===== src/rtl/leaf_link_pkg.sv =====
// rtl/leaf_link_pkg.sv - shared state type and constants for the leaf egress link
package leaf_link_pkg;

  // Link presentation state
  typedef enum logic [1:0] {
    IDLE  = 2'd0,
    SEND  = 2'd1,
    FLUSH = 2'd2
  } link_state_t;

  // Width of the optional statistics counters
  localparam int CNT_BITS = 32;

  // Index of the packet valid flag (packet MSB)
  function automatic int valid_bit(input int packet_bits);
    return packet_bits - 1;
  endfunction

endpackage


===== src/rtl/leaf_link_fifo.sv =====
// rtl/leaf_link_fifo.sv - register-array packet FIFO with push/pop/clear and count
module leaf_link_fifo
  import leaf_link_pkg::*;
#(
  parameter int WIDTH      = 97,
  parameter int DEPTH_BITS = 3
) (
  input  logic                  clk,
  input  logic                  reset,
  input  logic                  clear,
  input  logic                  push,
  input  logic [WIDTH-1:0]      push_data,
  input  logic                  pop,
  output logic [WIDTH-1:0]      head,
  output logic [DEPTH_BITS:0]   count,
  output logic                  full
);

  localparam int DEPTH = 1 << DEPTH_BITS;

  logic [WIDTH-1:0]      mem [DEPTH];
  logic [DEPTH_BITS-1:0] rd_ptr;
  logic [DEPTH_BITS-1:0] wr_ptr;
  logic                  empty;
  logic                  do_push;
  logic                  do_pop;

  // count never exceeds DEPTH, so its MSB alone marks full
  assign empty   = (count == '0);
  assign full    = count[DEPTH_BITS];
  assign do_pop  = pop && !empty;
  assign do_push = push && (!full || do_pop);
  assign head    = mem[rd_ptr];

  // Packet storage; contents are only meaningful below count, so no reset is needed
  always_ff @(posedge clk) begin
    if (do_push && !clear) begin
      mem[wr_ptr] <= push_data;
    end
  end

  // Pointers wrap modulo depth; clear dominates push and pop
  always_ff @(posedge clk or negedge reset) begin
    if (!reset) begin
      rd_ptr <= '0;
      wr_ptr <= '0;
      count  <= '0;
    end else if (clear) begin
      rd_ptr <= '0;
      wr_ptr <= '0;
      count  <= '0;
    end else begin
      if (do_push) begin
        wr_ptr <= wr_ptr + 1'b1;
      end
      if (do_pop) begin
        rd_ptr <= rd_ptr + 1'b1;
      end
      case ({do_push, do_pop})
        2'b10:   count <= count + 1'b1;
        2'b01:   count <= count - 1'b1;
        default: count <= count;
      endcase
    end
  end

endmodule


===== src/rtl/leaf_egress_link.sv =====
// rtl/leaf_egress_link.sv - leaf-to-switch egress adapter; LEAF_EGRESS_STATS_EN adds pkts_sent/pkts_rejected counters
module leaf_egress_link
  import leaf_link_pkg::*;
#(
  parameter int PACKET_BITS     = 97,
  parameter int FIFO_DEPTH_BITS = 3
) (
  input  logic                       clk,
  input  logic                       reset,
  input  logic [PACKET_BITS-1:0]     stream_in,
  output logic                       resend,
  input  logic                       flush,
  output logic [PACKET_BITS-1:0]     link_out,
  input  logic                       link_ack,
  output logic [FIFO_DEPTH_BITS:0]   occupancy
`ifdef LEAF_EGRESS_STATS_EN
  ,
  output logic [CNT_BITS-1:0]        pkts_sent,
  output logic [CNT_BITS-1:0]        pkts_rejected
`endif
);

  localparam int                     VB        = valid_bit(PACKET_BITS);
  localparam logic [FIFO_DEPTH_BITS:0] COUNT_ONE = {{FIFO_DEPTH_BITS{1'b0}}, 1'b1};

  link_state_t              state_q;
  link_state_t              state_d;
  logic [PACKET_BITS-1:0]   head;
  logic [FIFO_DEPTH_BITS:0] count;
  logic                     fifo_full;
  logic                     in_valid;
  logic                     in_flush;
  logic                     pop;
  logic                     push;
  logic                     reject;
  logic                     last_entry;
  logic                     resend_q;

  // A flush request blocks writes in the cycle it is raised, not only once FLUSH is reached,
  // otherwise a packet accepted alongside the clear would vanish without a resend.
  assign in_valid   = stream_in[VB];
  assign in_flush   = flush || (state_q == FLUSH);
  assign pop        = (state_q == SEND) && link_ack;
  assign push       = in_valid && !in_flush && (!fifo_full || pop);
  assign reject     = in_valid && !push;
  assign last_entry = (count == COUNT_ONE);

  assign resend     = resend_q;
  assign occupancy  = count;

  leaf_link_fifo #(
    .WIDTH      (PACKET_BITS),
    .DEPTH_BITS (FIFO_DEPTH_BITS)
  ) u_fifo (
    .clk        (clk),
    .reset      (reset),
    .clear      (flush),
    .push       (push),
    .push_data  (stream_in),
    .pop        (pop),
    .head       (head),
    .count      (count),
    .full       (fifo_full)
  );

  // Next-state and link output; the head is only presented while in SEND
  always_comb begin
    state_d  = state_q;
    link_out = '0;
    if (state_q == SEND) begin
      link_out = head;
    end
    if (flush) begin
      state_d = FLUSH;
    end else begin
      case (state_q)
        IDLE: begin
          if (push) begin
            state_d = SEND;
          end
        end
        SEND: begin
          if (pop && last_entry && !push) begin
            state_d = IDLE;
          end
        end
        FLUSH: begin
          state_d = IDLE;
        end
        default: begin
          state_d = IDLE;
        end
      endcase
    end
  end

  // State register and one-cycle resend pulse per rejected packet
  always_ff @(posedge clk or negedge reset) begin
    if (!reset) begin
      state_q  <= IDLE;
      resend_q <= 1'b0;
    end else begin
      state_q  <= state_d;
      resend_q <= reject;
    end
  end

`ifdef LEAF_EGRESS_STATS_EN
  // Saturating statistics; an ack coinciding with flush still counts as sent
  always_ff @(posedge clk or negedge reset) begin
    if (!reset) begin
      pkts_sent     <= '0;
      pkts_rejected <= '0;
    end else begin
      if (pop && (pkts_sent != '1)) begin
        pkts_sent <= pkts_sent + 1'b1;
      end
      if (reject && (pkts_rejected != '1)) begin
        pkts_rejected <= pkts_rejected + 1'b1;
      end
    end
  end
`endif

endmodule


===== config.mk =====
export PLATFORM = sky130hd
export DESIGN_NAME = leaf_egress_link
export DESIGN_NICKNAME = d
export VERILOG_FILES = /design/src/rtl/leaf_link_pkg.sv /design/src/rtl/leaf_link_fifo.sv /design/src/rtl/leaf_egress_link.sv
export SDC_FILE = /design/constraint.sdc
export NUM_CORES = 1
export LEC_CHECK = 0
export BUFFER_PORTS_ARGS = -buffer_cell sky130_fd_sc_hd__buf_2
export CORE_ASPECT_RATIO = 0.75
export CORE_MARGIN = 1.5
export CORE_UTILIZATION = 60
export CTS_CLUSTER_SIZE = 14
export DETAILED_ROUTE_END_ITERATION = 12
export PLACE_DENSITY = 0.89
export SYNTH_ARGS = -nofsm -noshare
export SYNTH_HDL_FRONTEND = slang
export SYNTH_SLANG_ARGS = --single-unit

===== constraint.sdc =====
create_clock -name clk -period 12.25 [get_ports clk]
set_input_delay 1.225 -clock clk [delete_from_list [all_inputs] [get_ports clk]]
set_output_delay 1.225 -clock clk [all_outputs]
set_load 0.01 [all_outputs]

==> summary.txt <==
Worst hold path
  • Worst min path class: input pin to asynchronous set/reset pin

Die
  • Core area: 49900 um^2
  • Initial core utilization: 60.6%
  • Die W: 262 um
  • Io pins: 203
  • Row Count: 71
  • Die H: 197 um
  • Die Footprint: 51800 um^2

Clock network
  • CTS resizes: 0
  • Total setup buffers inserted after CTS: 0
  • Clock transition at path regs: 0.06 ns
  • CTS tree: done
  • Max H-tree Level: 3
  • Clk_lat worst skew: 0.60 ns
  • CTS sink count: 789
  • Num CTS Buffers: 73
  • Root Driver: clkbuf_16
  • CTS max path bufs: 3
  • CTS Hold Bufs: 0

Timing
  • Final min period: 4.96 ns
  • Finish-stage setup viols: 0
  • Max Fclk: 201 MHz
  • Slew @ Worst Pin: 1.26 ns
  • Fin Setup TNS: 0 ns
  • Period utilization: 40.5%
  • Max Slew Vio Count: 0
  • RSZ-0062 raised after global routing: false
  • Relative slew slack: 14.9%
  • Final hold vios: 0
  • Worst Skew: 0.0196 ns
  • Post-route setup slack: 7.29 ns

Placed design
  • Gpl congestion: 0.741
  • PortBufs: 202
  • Setup WS pre-CTS: 7.41 ns
  • DP Area: 32000 um^2
  • Hpwl dp: 32.2 mm

Power and ir drop
  • Leakage power: 10.8 nW
  • Peak supply drop: 118 uV
  • Power density over the cells: 155 nW/um^2

Logic synthesis
  • Synth area leaders: edfxtp_1, mux4_2, mux2i_1
  • Post-Syn Area per Cell: 22.8 um^2
  • Cell variety after synth: 44
  • Syn Nets: 1433
  • Most common cell in the synthesized netlist: edfxtp_1
  • Synthesized area: 30300 um^2
  • Post-Syn Instances: 1327
  • Synth area leader: edfxtp_1
  • Most used DFF post-synth: edfxtp_1
  • Most frequent cells after synthesis: edfxtp_1, mux4_2, nor2_1, mux2i_1, clkbuf_1
  • Sequential-to-total area share from yosys stat: 78.1%
  • Ys async rst share: 1.65%
  • Synth warnings: 0
  • Yosys reg bits: 789
  • Post-synth EDFFs: 776
  • Post-synth top area share: 77.0%

GRT
  • Pin count of the biggest net entering global routing: 103
  • Tot GR Track Use: 24.4%
  • First-pass GRT wire length: 92.7 mm
  • Gr ovfl total: 0
  • Vias in the first global route: 15000
  • Initial antenna violation count: 15

Drt
  • Initial DRC count: 1308
  • Remaining DRCs: 0
  • Wire length per cell: 27.1 um
  • DR vias: 14200
  • DRT antenna net count: 0
  • Pre-Repair DR Iteration Count: 5
  • Final wirelength: 61.7 mm
  • Vias/cell: 6.25

Cells and area
  • Fin area: 34300 um^2
  • # nets final: 1663
  • Share of layout cells above drive strength 1: 33.4%
  • Layout overhead on the synthesized area: 13.4%

Setup path
  • Critical path class: register to primary output
  • Startpoint Class: register
  • CP arrival: 3.74 ns
  • CP endpoint kind: primary output
  • Worst Path Max Fanout: 52
  • R2R depth: 5
  • Worst Path Required: 11.02 ns

Flow run
  • Max_cap viols: 0

Run status
  • Status: completed
-- metrics by stage --
| step | total power (W) | hold WS, ns | std cells | utilization [%] |
|---|---|---|---|---|
| 3_3_place_gp | 0.00318 | 0.521 | 2139 | 64.1 |
| 5_1_grt | 0.00547 | 0.496 | 2274 | 68.7 |
| 2_1_floorplan | 0.00312 | 0.483 | 1327 | - |
| 4_1_cts | 0.00536 | 0.480 | 2270 | 68.7 |
| 3_5_place_dp | 0.00319 | 0.532 | 2139 | 64.1 |
| 6_report | 0.00533 | 0.498 | 2278 | 68.7 |
-- power breakdown --
part	switching (W)	internal [W]	leakage (nW)	total, W
registers	0.0000106	0.00299	7.16	0.00300
clock network	0.000936	0.00126	1.12	0.00219
logic	0.0000837	0.0000495	2.56	0.000133
total	0.00103	0.00429	10.8	0.00533
-- path summary, 6_finish.rpt --
path	from	endpoint	slack [ns]
setup / recovery	u_fifo.rd_ptr[0]$_DFFE_PN0P_	link_out[30]	7.29
setup reg to reg	state_q[1]$_DFFE_PN0P_	u_fifo.mem[2][31]$_DFFE_PP_	8.46
min in group clk	state_q[1]$_DFFE_PN0P_	state_q[0]$_DFFE_PN0P_	0.55
max in group asynchronous	reset	u_fifo.rd_ptr[2]$_DFFE_PN0P_	11.49
hold reg to reg	state_q[1]$_DFFE_PN0P_	state_q[0]$_DFFE_PN0P_	0.55
hold / removal	reset	u_fifo.count[0]$_DFFE_PN0P_	0.50
-- worst max-delay path, stage by stage (launching register included) --
cell and delay [ns]:
dfrtp_4 1.13, buf_4 0.83, mux4_2 0.60, mux2i_1 0.28, nor2_1 0.06, buf_2 0.17
-- per-layer routing --
metal  share of wire (%)  vias to the layer above  track usage, %  routed length, um
met5                0.14                        -               0                 86
met4                 2.3                       14            7.08               1410
met3                 7.4                      116            6.17               4550
met2                  52                      596            40.6              31900
met1                  39                     7503            32.6              23800
li1                    -                     6005               -                  -
-- layout by cell type (no fill, tap or decap), drive strengths merged, types with 2 or more instances in the layout --
| cell | count |
|---|---|
| edfxtp | 776 |
| buf | 226 |
| mux4 | 194 |
| nor2 | 109 |
| mux2i | 100 |
| clkbuf | 99 |
| clkinv | 24 |
| dfrtp | 13 |
| diode | 8 |
| inv | 7 |
| a21oi | 6 |
| nand2 | 5 |
| ha | 5 |
| bufinv | 5 |
| nor3 | 4 |
| nand3 | 4 |
| nand2b | 4 |
| or2b | 3 |
| and2 | 3 |
| o31ai | 3 |
| o311ai | 2 |
| xnor2 | 2 |
-- area by class of cell --
type / count / area (um^2)
Timing Repair Buffer: 226 / 1200
Inverter: 5 / 18.8
Multi-Input combinational cell: 462 / 6300
Clock inverter: 32 / 280
Antenna cell: 8 / 20.0
Fill cell: 3005 / 15600
Tap cell: 657 / 822
Clock buffer: 99 / 2010
Sequential cell: 789 / 23600
-- logic make-up (layout without fill, tap and decap cells) --
family          after synthesis  after routing  share of synthesized area, %
flops                       789            789                          78.1
mux                         295            295                          17.8
simple gates                139            139                          1.98
buf+inv                      76            362                          1.24
compound gates               20             20                         0.587
fa+ha+maj                     5              5                         0.207
xor+xnor                      3              3                        0.0869
other cells                   0              8                             0
-- flip-flops by register name (all words and copies together) (netlist names) --
name / flops
u_fifo.mem: 776
u_fifo.count: 4
u_fifo.rd_ptr: 3
u_fifo.wr_ptr: 3
state_q: 2
resend: 1
No activity file was read; power rests on OpenSTA's default activity.
